**src/rtl/sound_pkg.sv**
```systemverilog
// Types shared by the polyphonic sound path: per-voice waveform selection
// and envelope generator states.
package sound_pkg;

    typedef enum logic [1:0] {
        SQUARE   = 2'd0,
        SAW      = 2'd1,
        TRIANGLE = 2'd2,
        OFF      = 2'd3
    } wave_mode_t;

    typedef enum logic [1:0] {
        IDLE    = 2'd0,
        ATTACK  = 2'd1,
        SUSTAIN = 2'd2,
        RELEASE = 2'd3
    } env_state_t;

endpackage

```
**src/rtl/sound_voice.sv**
```systemverilog
// One synthesiser voice: phase accumulator, waveshaper and a linear
// attack/release envelope, all advancing only on enabled sample ticks.
module sound_voice
    import sound_pkg::*;
#(
    parameter int ACC_W        = 24,
    parameter int SAMPLE_W     = 8,
    parameter int ATTACK_STEP  = 4,
    parameter int RELEASE_STEP = 2
) (
    input  logic                clk,
    input  logic                nrst,
    input  logic                en_i,
    input  logic                tick_i,
    input  logic [ACC_W-1:0]    freq_inc_i,
    input  logic [1:0]          mode_i,
    input  logic                gate_i,
    output logic [SAMPLE_W-1:0] sample_o,
    output logic                active_o
);

    localparam int                  PROD_W    = 2 * SAMPLE_W + 1;
    localparam logic [SAMPLE_W-1:0] LEVEL_MAX = '1;

    logic                step;
    logic [ACC_W-1:0]    phase_q;
    logic [ACC_W-1:0]    phase_d;
    wave_mode_t          mode_q;
    env_state_t          state_q;
    logic [SAMPLE_W-1:0] level_q;
    logic [SAMPLE_W:0]   level_sum;
    logic [SAMPLE_W-1:0] level_up;
    logic [SAMPLE_W-1:0] level_dn;
    logic [SAMPLE_W-1:0] tri_seg;
    logic [SAMPLE_W-1:0] wave;
    logic [PROD_W-1:0]   scaled;

    assign step    = tick_i & en_i;
    assign phase_d = phase_q + freq_inc_i;

    // NOTE: sequential state uses <= so every register sees pre-edge values.
    always_ff @(posedge clk or negedge nrst) begin
        if (!nrst) begin
            phase_q <= '0;
            mode_q  <= SQUARE;
        end else if (step) begin
            phase_q <= phase_d;
            mode_q  <= wave_mode_t'(mode_i);
        end
    end

    // Saturating envelope steps; the extra sum bit catches overflow past max.
    assign level_sum = {1'b0, level_q} + (SAMPLE_W+1)'(ATTACK_STEP);
    assign level_up  = level_sum[SAMPLE_W] ? LEVEL_MAX : level_sum[SAMPLE_W-1:0];
    assign level_dn  = (level_q > SAMPLE_W'(RELEASE_STEP))
                     ? level_q - SAMPLE_W'(RELEASE_STEP) : '0;

    always_ff @(posedge clk or negedge nrst) begin
        if (!nrst) begin
            state_q <= IDLE;
            level_q <= '0;
        end else if (step) begin
            if (!gate_i) begin
                if (level_q != '0) begin
                    level_q <= level_dn;
                    state_q <= (level_dn == '0) ? IDLE : RELEASE;
                end else begin
                    state_q <= IDLE;
                end
            end else begin
                case (state_q)
                    IDLE, ATTACK, RELEASE: begin
                        level_q <= level_up;
                        state_q <= (level_up == LEVEL_MAX) ? SUSTAIN : ATTACK;
                    end
                    default: state_q <= SUSTAIN;
                endcase
            end
        end
    end

    assign tri_seg = phase_q[ACC_W-2 -: SAMPLE_W];

    // NOTE: default assignment first keeps this block free of inferred latches.
    always_comb begin
        wave = '0;
        case (mode_q)
            SQUARE:   wave = phase_q[ACC_W-1] ? '1 : '0;
            SAW:      wave = phase_q[ACC_W-1 -: SAMPLE_W];
            TRIANGLE: wave = phase_q[ACC_W-1] ? ~tri_seg : tri_seg;
            default:  wave = '0;
        endcase
    end

    // Scaling by L+1 lets full level pass the wave untouched.
    assign scaled   = PROD_W'(wave) * (PROD_W'(level_q) + PROD_W'(1));
    assign sample_o = SAMPLE_W'(scaled >> SAMPLE_W);
    assign active_o = (state_q != IDLE);

endmodule

```
**src/rtl/poly_sound_driver.sv**
```systemverilog
// Polyphonic sound driver: sample-rate divider, NUM_VOICES voices, averaging
// mixer and a registered 1-bit PWM output for the speaker pin.
module poly_sound_driver
    import sound_pkg::*;
#(
    parameter int NUM_VOICES   = 4,
    parameter int ACC_W        = 24,
    parameter int SAMPLE_W     = 8,
    parameter int SAMPLE_DIV   = 256,
    parameter int ATTACK_STEP  = 4,
    parameter int RELEASE_STEP = 2
) (
    input  logic                        clk,
    input  logic                        nrst,
    input  logic                        en,
    input  logic [NUM_VOICES*ACC_W-1:0] freq_inc,
    input  logic [NUM_VOICES*2-1:0]     mode,
    input  logic [NUM_VOICES-1:0]       gate,
    output logic [SAMPLE_W-1:0]         sample_out,
    output logic                        sample_valid,
    output logic                        busy,
    output logic                        pwm_out
);

    localparam int               DIV_W     = $clog2(SAMPLE_DIV);
    localparam int               MIX_SHIFT = $clog2(NUM_VOICES);
    localparam int               SUM_W     = SAMPLE_W + MIX_SHIFT;
    localparam logic [DIV_W-1:0] DIV_LAST  = DIV_W'(SAMPLE_DIV - 1);

    logic [DIV_W-1:0]    div_q;
    logic                tick;
    logic                tick_q;
    logic [SAMPLE_W-1:0] voice_sample [NUM_VOICES];
    logic [NUM_VOICES-1:0] voice_active;
    logic [SUM_W-1:0]    mix_sum;
    logic [SAMPLE_W-1:0] sample_q;
    logic                valid_q;
    logic [SAMPLE_W-1:0] pwm_cnt_q;
    logic [SAMPLE_W-1:0] duty_q;
    logic                pwm_q;

    assign tick = en & (div_q == DIV_LAST);

    always_ff @(posedge clk or negedge nrst) begin
        if (!nrst) begin
            div_q  <= '0;
            tick_q <= 1'b0;
        end else begin
            tick_q <= tick;
            if (!en || tick) begin
                div_q <= '0;
            end else begin
                div_q <= div_q + DIV_W'(1);
            end
        end
    end

    for (genvar v = 0; v < NUM_VOICES; v++) begin : g_voice
        sound_voice #(
            .ACC_W        (ACC_W),
            .SAMPLE_W     (SAMPLE_W),
            .ATTACK_STEP  (ATTACK_STEP),
            .RELEASE_STEP (RELEASE_STEP)
        ) u_voice (
            .clk        (clk),
            .nrst       (nrst),
            .en_i       (en),
            .tick_i     (tick),
            .freq_inc_i (freq_inc[v*ACC_W +: ACC_W]),
            .mode_i     (mode[v*2 +: 2]),
            .gate_i     (gate[v]),
            .sample_o   (voice_sample[v]),
            .active_o   (voice_active[v])
        );
    end

    always_comb begin
        mix_sum = '0;
        for (int v = 0; v < NUM_VOICES; v++) begin
            mix_sum = mix_sum + SUM_W'(voice_sample[v]);
        end
    end

    // Voice state settles on the tick edge; the mix is captured one clk later.
    always_ff @(posedge clk or negedge nrst) begin
        if (!nrst) begin
            sample_q <= '0;
            valid_q  <= 1'b0;
        end else begin
            valid_q <= tick_q;
            if (tick_q) begin
                sample_q <= SAMPLE_W'(mix_sum >> MIX_SHIFT);
            end
        end
    end

    // Duty reloads only at the period wrap so each PWM period is glitch-free.
    always_ff @(posedge clk or negedge nrst) begin
        if (!nrst) begin
            pwm_cnt_q <= '0;
            duty_q    <= '0;
            pwm_q     <= 1'b0;
        end else if (!en) begin
            pwm_cnt_q <= '0;
            pwm_q     <= 1'b0;
        end else begin
            pwm_cnt_q <= pwm_cnt_q + SAMPLE_W'(1);
            if (pwm_cnt_q == '1) begin
                duty_q <= sample_q;
            end
            pwm_q <= (pwm_cnt_q < duty_q);
        end
    end

    assign sample_out   = sample_q;
    assign sample_valid = valid_q;
    assign busy         = |voice_active;
    assign pwm_out      = pwm_q;

endmodule

```
**config.mk**
```make
export PLATFORM = sky130hd
export DESIGN_NAME = poly_sound_driver
export DESIGN_NICKNAME = d
export VERILOG_FILES = /design/src/rtl/sound_pkg.sv /design/src/rtl/sound_voice.sv /design/src/rtl/poly_sound_driver.sv
export SDC_FILE = /design/constraint.sdc
export NUM_CORES = 1
export LEC_CHECK = 0
export CELL_PAD_IN_SITES_DETAIL_PLACEMENT = 1
export CELL_PAD_IN_SITES_GLOBAL_PLACEMENT = 1
export CORE_ASPECT_RATIO = 0.6
export CORE_UTILIZATION = 51
export CTS_CLUSTER_DIAMETER = 120
export DETAILED_ROUTE_END_ITERATION = 8
export PLACE_DENSITY = 0.94
export RECOVER_POWER = 50
export SYNTH_ARGS = -nofsm -noshare
export SYNTH_HDL_FRONTEND = slang
export SYNTH_SLANG_ARGS = --single-unit
```
**constraint.sdc**
```tcl
create_clock -name clk -period 14.2 [get_ports clk]
set_input_delay 2.84 -clock clk [delete_from_list [all_inputs] [get_ports clk]]
set_output_delay 2.84 -clock clk [all_outputs]
set_load 0.05 [all_outputs]
```
# After elaboration in Yosys (flattened, before gate mapping)

Cells that the tools add are included.

Bits in registers: 179
Output and inout bits: 11
Logic and storage cells: 176

Add/subtract/negate cells: 21
Multiply operators: 4
Order comparisons: 5
Equality and inequality tests: 26
Multiplexer cells: 55
Bitwise logic cells: 6
Reduce and logical (&&, ||, !) cells: 36

Operators with widths:

| operator                                           | count |
|---|---|
| two-way mux 8 bit                                  | 30 |
| adder 24 bit                                       | 4 |
| case mux 8 bit (3 select lines)                    | 4 |
| multiplier 8 x 17 -> 16 bit                        | 4 |
| == test 8 bit, second input constant               | 6 |
| two-way mux 2 bit                                  | 20 |
| adder 8 x 1 -> 9 bit, second input constant        | 4 |
| adder 8 x 3 -> 9 bit, second input constant        | 4 |
| > comparator 8 x 2 -> 1 bit, second input constant | 4 |
| logical NOT 8 bit                                  | 4 |
| inverter 8 bit                                     | 4 |
| nonzero test 8 bit                                 | 4 |
| subtractor 8 x 2 -> 8 bit, second input constant   | 4 |
| adder 8 x 1 -> 8 bit, second input constant        | 2 |
| == test 2 x 1 -> 1 bit, second input constant      | 8 |
| == test 2 bit, second input constant               | 8 |
| logical NOT 2 bit                                  | 8 |
| nonzero test 2 bit                                 | 8 |
| AND reduction 3 bit                                | 4 |
| OR reduction 3 bit                                 | 4 |
| adder 10 x 8 -> 10 bit                             | 1 |
| adder 9 x 8 -> 10 bit                              | 1 |
| adder 8 x 8 -> 9 bit                               | 1 |
| less-than comparator 8 bit                         | 1 |
| other kinds (7)                                    | 11 |

# Logic depth before layout (Yosys ltp)

Gate-level depths: netlist of the first run.

Word-level depth: 7
Gate-level depth with buffers: 32
Mapped depth without buffers: 31

# Hierarchy

From an unflattened synthesis of the first run, not the netlist that was laid out.

Cell total of the unflattened synthesis: 2863
Area, all modules: 23761.5 µm²

By module, submodules not included:

| module                            | instances | cells each | area each (µm²) | sequential area each (µm²) |
|---|---|---|---|---|
| sound_voice at g_voice[0].u_voice | 1         | 665        | 5391.4          | 900.9 |
| sound_voice at g_voice[2].u_voice | 1         | 666        | 5383.9          | 900.9 |
| sound_voice at g_voice[1].u_voice | 1         | 656        | 5355.1          | 900.9 |
| sound_voice at g_voice[3].u_voice | 1         | 643        | 5306.3          | 900.9 |
| poly_sound_driver                 | 1         | 233        | 2324.7          | 875.8 |

# Worst setup path before layout of the first run

Ideal clock, no wire load.

Path type: reg-to-reg
Start: reg g_voice[1].u_voice.phase_q[23]
End: reg sample_q[5] (netlist: sample_out[5])
Arrival: 7.224 ns
Data required time: 14.075 ns
Setup slack: 6.851 ns
Stages on the path, launching flop included: 31
Path buffers: 2
Period minus slack after synthesis: 7.349 ns
Cell sequence: dfrtp_1 > buf_2 > clkbuf_1 > xor2_1 > nor2_1 > a21oi_1 > nor2_1 > fa_1 > inv_1 > fa_1 > inv_1 > fa_1 > fa_1 > ha_1 > a2111oi_0 > o31ai_1 > a31oi_1 > nor2b_1 > nor2_1 > xnor2_1 > fa_1 > inv_1 > fa_1 > inv_1 > fa_1 > a21o_1 > a21o_1 > a21o_1 > a21oi_1 > xnor2_1 > mux2_2

Word-level cells in the longest chain between the ends: 6
Elaborated cells on any way between the ends: 7
Classes of those cells: add/sub: 3; mul: 1; mux: 3

RTL lines:

| what                                        | line                                 | source |
|---|---|---|
| from (decl)                                 | sound_voice.sv:26                    | `logic [ACC_W-1:0] phase_q;` |
| from (signal assigned)                      | sound_voice.sv:47                    | `phase_q <= phase_d;` |
| two-way mux 8 bit, on equally long branches | sound_voice.sv:90, sound_voice.sv:88 |  |
| case mux 8 bit (3 select lines) (*)         | sound_voice.sv:87                    | `case (mode_q)` |
| multiplier 8 x 17 -> 16 bit (*)             | sound_voice.sv:96                    | `assign scaled = PROD_W'(wave) * (PROD_W'(level_q) + PROD_W'(1));` |
| adder 8 x 8 -> 9 bit (*)                    | poly_sound_driver.sv:80              | `mix_sum = mix_sum + SUM_W'(voice_sample[v]);` |
| adder 9 x 8 -> 10 bit (*)                   | poly_sound_driver.sv:80              |  |
| adder 10 x 8 -> 10 bit (*)                  | poly_sound_driver.sv:80              |  |
| to (signal assigned)                        | poly_sound_driver.sv:92              | `sample_q <= SAMPLE_W'(mix_sum >> MIX_SHIFT);` |
| to (decl)                                   | poly_sound_driver.sv:36              | `logic [SAMPLE_W-1:0] sample_q;` |

Mark *: on every way between the ends. The rest lies on a longest branch, timed or not.
A chain may end at the register's enable or synchronous reset.

==> flow_summary.json, run 1 <==
{
  "gp_congestion": 0.920,
  "row_count": 59,
  "crit_path_end_kind": "asynchronous set/reset pin",
  "period_minus_slack_ps": 9070,
  "path_clk_slew_ps": 80,
  "synthArstFlopShare": 1.00,
  "die_x_um": 275,
  "hold_violations": 0,
  "synth.avg_cell_area_sq_um": 8.19,
  "hold_path.class": "reg -> reg",
  "die_area_sq_um": 45700,
  "synth_edf_count": 0,
  "grt_max_degree": 114,
  "cts_root_buffer": "clkbuf_16",
  "drtAntennaViolNets": 0,
  "leakagePower_nw": 12.5,
  "die_y_um": 166,
  "wl_per_cell_um": 21.0,
  "final_cell_mix": "nor2_1, nand2_1, inv_1",
  "arrival_ps": 9620,
  "drc": 0,
  "clk-insertion-delay-late_ps": 490,
  "hold_buffers": 0,
  "cts_tree": "done",
  "ios": 122,
  "synth-seq-area-share": 0.196,
  "cap_violations": 2,
  "maxSlewViolCount": 136,
  "synth_ff_type": "dfrtp_1",
  "syn_nets": 3351,
  "slew-limit-headroom": -1.70,
  "setup_viol": 0,
  "drive_gt1_frac": 0.0360,
  "drtIter0Drc": 1502,
  "antenna_found_initial": 6,
  "ys_warn_count": 0,
  "status": "complete, but fails checks",
  "postCtsSetupRepairBufs": 0,
  "nets": 3406,
  "wl_mm": 72.5,
  "htree_levels": 4,
  "powerDensity_nw_per_um2": 45.8,
  "rsz0062_at_grt": "no",
  "fin_worst_skew_ps": 25.2,
  "final_common_cell": "nor2_1",
  "fin_util": 0.574,
  "grt_pass1_wl_mm": 118,
  "track_usage": 0.323,
  "cts.sinks": 179,
  "cp-start-kind": "primary input",
  "grt_pass1_vias": 22200,
  "worstMarginPinSlew_ps": 4050,
  "initial_utilization": 0.522,
  "crit_required_ps": 14750,
  "io_buffers": 121,
  "place_hpwl_mm": 56.4,
  "yosysUniqueCellTypes": 76,
  "core_region_area_sq_um": 43800,
  "drt_first_pass_iters": 5,
  "cts_made_buffers": 17,
  "area_growth_pct": 9.93,
  "fin_crit_sh": 0.639,
  "failed_checks": "max-capacitance violations, max-slew violations",
  "grt_overflow": 0,
  "avgViaCountPerCell": 5.96,
  "clock.fmax_ghz": 0.110,
  "setup_tns_ps": 0,
  "ys_ff_latch": 179,
  "syn_area_sq_um": 22900,
  "cp_max_fo": 68,
  "crit_type": "in -> async",
  "syn_inst": 2792,
  "cts_resized": 0,
  "vias": 20500,
  "peakVddDrop_v": 0.0000496,
  "clock_path_buffers": 2
}
[stage by stage]
stage / total power [mW] / setup slack, ps / hold slack (ps) / cell area [sq um] / cells
floorplan: 0.567 / 6850 / 437 / 22900 / 2792
global placement: 0.620 / 6320 / 454 / 24500 / 3407
detailed placement: 0.626 / 5860 / 466 / 24500 / 3407
CTS: 1.16 / 5770 / 478 / 25200 / 3439
global route: 1.19 / 3960 / 505 / 25100 / 3445
finish: 1.15 / 5130 / 481 / 25100 / 3446
[where the power goes]
group	switching (mW)	internal (mW)	total, mW
Combinational	0.0555	0.0489	0.104
Sequential	0.00161	0.511	0.512
Clock	0.289	0.246	0.536
[kinds of logic after synthesis]
kind of cell	count (synthesis)	share of synthesized area
flip-flops	179	0.196
XOR/XNOR	175	0.0670
AO/OA/AOI/OAI	577	0.157
adder cells (fa/ha/maj)	449	0.305
multiplexers	15	0.00700
AND/OR/NAND/NOR	1003	0.203
buffers and inverters	394	0.0652
[routing by layer]
layer | track usage | up-vias | share of wire
met1 | 0.435 | 10400 | 0.45
met2 | 0.532 | 551 | 0.47
met4 | 0.100 | 0 | 0.026
met3 | 0.0523 | 114 | 0.053
met5 | 0 | - | 0
li1 | - | 9499 | -
[critical path: stages]
cell and delay, ps:
clkbuf_1 2790, clkbuf_1 2920, buf_4 890
[layout make-up]
| type | count | area [sq um] |
|---|---|---|
| sequential | 179 | 4480 |
| clock inverter | 15 | 211 |
| timing repair buffer | 129 | 1250 |
| clock buffer | 17 | 425 |
| multi-input combinational | 2219 | 16900 |
| tap | 579 | 724 |
| antenna | 7 | 17.5 |
| inverter | 301 | 1130 |
| fill | 5304 | 18600 |
[synth_stat cells (9+ instances only)]
cell	instances	area share
inv_1	301	0.049
nand2_1	304	0.050
a21o_1	42	0.014
o21ai_0	176	0.039
nor2b_1	37	0.010
nor3b_1	9	0.0030
a2111oi_0	10	0.0038
nand3b_1	10	0.0033
and2_1	22	0.0060
o21bai_1	14	0.0046
nor4_1	14	0.0038
nand3_1	46	0.010
nand4_1	19	0.0052
xor2_1	89	0.034
a211oi_1	23	0.0075
o21a_1	21	0.0069
a21oi_1	155	0.034
clkbuf_1	79	0.013
nor2_1	344	0.056
nor4b_1	11	0.0042
and3_1	30	0.0082
or3_1	12	0.0033
nor3_1	37	0.0081
nand2b_1	42	0.011
fa_1	180	0.16
ha_1	268	0.15
o31ai_1	14	0.0046
dfrtp_1	179	0.20
a31oi_1	25	0.0068
xnor2_1	86	0.033
or2_2	46	0.013
[registers in the layout (all words and copies together) (netlist names)]
name                     count
g_voice.u_voice.mode_q       8
g_voice.u_voice.phase_q     96
sample_valid                 1
g_voice.u_voice.level_q     32
pwm_cnt_q                    8
div_q                        8
g_voice.u_voice.state_q      8
pwm_out                      1
tick_q                       1
sample_out                   8
duty_q                       8
[final timing paths]
path                                             endpoint  depth (start not counted)                           start  slack [ps]
max                        g_voice[1].u_voice.phase_q[23]                          3                            nrst        5130
min                                          pwm_cnt_q[0]                          1                    pwm_cnt_q[0]         480
max reg2reg                                 sample_out[5]                         27  g_voice[1].u_voice.phase_q[23]        5690
min reg2reg                                  pwm_cnt_q[0]                          1                    pwm_cnt_q[0]         480
max in group clk                            sample_out[5]                         27  g_voice[1].u_voice.phase_q[23]        5690
min in group asynchronous                    pwm_cnt_q[6]                          1                            nrst        3770
Power figures use the tool's default switching activity.
==> run 2, diff against run 1 <==
--- a/config.mk
+++ b/config.mk
@@ -8,10 +8,10 @@
 export CELL_PAD_IN_SITES_DETAIL_PLACEMENT = 1
 export CELL_PAD_IN_SITES_GLOBAL_PLACEMENT = 1
 export CORE_ASPECT_RATIO = 0.6
-export CORE_UTILIZATION = 51
+export CORE_UTILIZATION = 43
 export CTS_CLUSTER_DIAMETER = 120
 export DETAILED_ROUTE_END_ITERATION = 8
-export PLACE_DENSITY = 0.94
+export PLACE_DENSITY = 0.85
 export RECOVER_POWER = 50
 export SYNTH_ARGS = -nofsm -noshare
 export SYNTH_HDL_FRONTEND = slang
==> constraint.sdc (replaced) <==
create_clock -name clk -period 8.3 [get_ports clk]
set_input_delay 1.66 -clock clk [delete_from_list [all_inputs] [get_ports clk]]
set_output_delay 1.66 -clock clk [all_outputs]
set_load 0.05 [all_outputs]
==> flow_summary.json, run 2 (synthesis results as in run 1) <==
{
  "die_x_um": 300,
  "antenna_found_initial": 2,
  "grt_pass1_wl_mm": 117,
  "clock_path_buffers": 2,
  "min_from": "g_voice[2].u_voice.phase_q[3]",
  "cts_root_buffer": "clkbuf_16",
  "crit_required_ps": 8640,
  "clock.fmax_ghz": 0.124,
  "gp_congestion": 0.921,
  "crit_type": "reg -> reg",
  "route.met2.wl_mm": 33.6,
  "seqPwrFrac": 0.450,
  "wl_met3_mm": 2.95,
  "wl_per_cell_um": 19.8,
  "avgViaCountPerCell": 5.64,
  "status": "complete, but fails checks",
  "place_hpwl_mm": 56.8,
  "period_minus_slack_ps": 8040,
  "setup_ws_ps": 260,
  "power_frac_comb": 0.091,
  "slowest_delay_ps": 540,
  "area_growth_pct": 12.1,
  "drive_gt1_frac": 0.0574,
  "wl_mm": 71.4,
  "fin_worst_skew_ps": 19.3,
  "final_common_cell": "nor2_1",
  "core_region_area_sq_um": 52500,
  "wl_met1_mm": 33.9,
  "drc": 0,
  "slew-limit-headroom": -1.43,
  "cp_top_family": "adder cells",
  "rr_startpoint": "g_voice[2].u_voice.level_q[1]",
  "regMostFlops": "g_voice.u_voice.phase_q",
  "cts_tree": "done",
  "peakVddDrop_v": 0.000158,
  "crit_buf_inv": 3,
  "maxSlewViolCount": 184,
  "largest_register_ff_count": 96,
  "cts_made_buffers": 17,
  "cts.sinks": 179,
  "nets": 3440,
  "top_layer": "met4",
  "largestRegisters": "g_voice.u_voice.phase_q: 96 flops, g_voice.u_voice.level_q: 32 flops",
  "hold_violations": 0,
  "die_area_sq_um": 54100,
  "grt_max_degree": 94,
  "fin_crit_sh": 0.969,
  "power.total_mw": 1.95,
  "place_area_sq_um": 24900,
  "hold_path.class": "reg -> reg",
  "worst_path_max_delay_cell": "fa_1",
  "drt_first_pass_iters": 5,
  "pre_cts_ws_ps": 136,
  "final_cell_mix": "nor2_1, nand2_1, inv_1",
  "failed_checks": "max-capacitance violations, max-slew violations",
  "cp_max_fo": 8,
  "power.switching_mw": 0.530,
  "track_usage": 0.269,
  "cp-start-kind": "register",
  "postCtsSetupRepairBufs": 0,
  "htree_levels": 4,
  "p_sw_frac": 0.272,
  "path_clk_slew_ps": 80,
  "arrival_ps": 8380,
  "io_buffers": 121,
  "drtIter0Drc": 1181,
  "grt_overflow": 0,
  "row_count": 65,
  "worstMarginPinSlew_ps": 3650,
  "initial_utilization": 0.435,
  "fin_area_sq_um": 25600,
  "powerDensity_nw_per_um2": 76.0,
  "leakagePower_nw": 12.6,
  "grt_pass1_vias": 22000,
  "fillers": 6420,
  "setup_viol": 0,
  "cp_common_cell": "fa_1",
  "worstSetupStartpoint": "g_voice[2].u_voice.level_q[1]",
  "p_int_mw": 1.42,
  "crit_path_end_kind": "register",
  "vias": 20300,
  "clockPowerShare": 0.459,
  "cap_violations": 3,
  "die_y_um": 181,
  "clk-insertion-delay-late_ps": 470,
  "drtAntennaViolNets": 0,
  "ios": 122
}
-- run 2: cell count changes in the layout (fill, tap and decap cells not counted), sizes merged --
cell           change
buf               +35
clkdlybuf4s50     +10
dlygate4sd3       -10
diode              -5
clkinv             -3
bufinv             +2
clkinvlp           +2
inv                -2
-- run 2: what timing repair did --
item                                   CTS  global route
resized for setup                        0            27
endpoints found under the hold margin    0             0
hold buffers                             0             0
setup endpoints to repair                0             5
-- run 2: tightest hold or removal path, cell delays in order, from the launching register on --
cell     delay (ps)
dfrtp_1         350
nand2_1          50
o21ai_0          60
-- run 2: stage by stage --
stage                      util  hold WS [ps]  std cells  setup TNS [ps]
after floorplan               -           437       2792               0
after global placement    0.474           455       3565               0
after detailed placement  0.474           472       3565               0
after CTS                 0.486           494       3597               0
after global routing      0.488           515       3599           -9.53
final                     0.488           489       3599               0
-- run 2: layout make-up --
cell class | count | area [sq um] | share of cell area
multi-input cells | 2219 | 17000 | 0.664
clock inverters | 14 | 168 | 0.00654
clock buffers | 18 | 439 | 0.0171
diodes | 2 | 5.00 | 0.000195
repair buffers | 163 | 1510 | 0.0590
well taps | 703 | 880 | 0.0343
flip-flops and latches | 179 | 4480 | 0.175
inverters | 301 | 1130 | 0.0441
-- run 2: per-layer routing --
layer,track usage,up-vias
met5,0,-
met2,0.444,396
met4,0.0565,0
li1,-,9562
met1,0.375,10300
met3,0.0339,76
-- run 2: path summary, 6_finish.rpt --
| path | slack [ps] | endpoint | depth (start not counted) |
|---|---|---|---|
| min reg2reg | 490 | g_voice[2].u_voice.phase_q[3] | 2 |
| min in group asynchronous | 2180 | g_voice[2].u_voice.level_q[5] | 1 |
| max in group asynchronous | 1240 | g_voice[1].u_voice.mode_q[1] | 2 |
| min | 490 | g_voice[2].u_voice.phase_q[3] | 2 |
| max reg2reg | 260 | sample_out[5] | 27 |
| max | 260 | sample_out[5] | 27 |
-- run 2: power by group through the flow --
stage / logic [mW] / clock network, mW / registers, mW
CTS: 0.179 / 0.912 / 0.877
detailed placement: 0.177 / 0 / 0.894
finish: 0.178 / 0.895 / 0.877
floorplan: 0.0753 / 0 / 0.894
global route: 0.195 / 0.937 / 0.877
global placement: 0.169 / 0 / 0.894
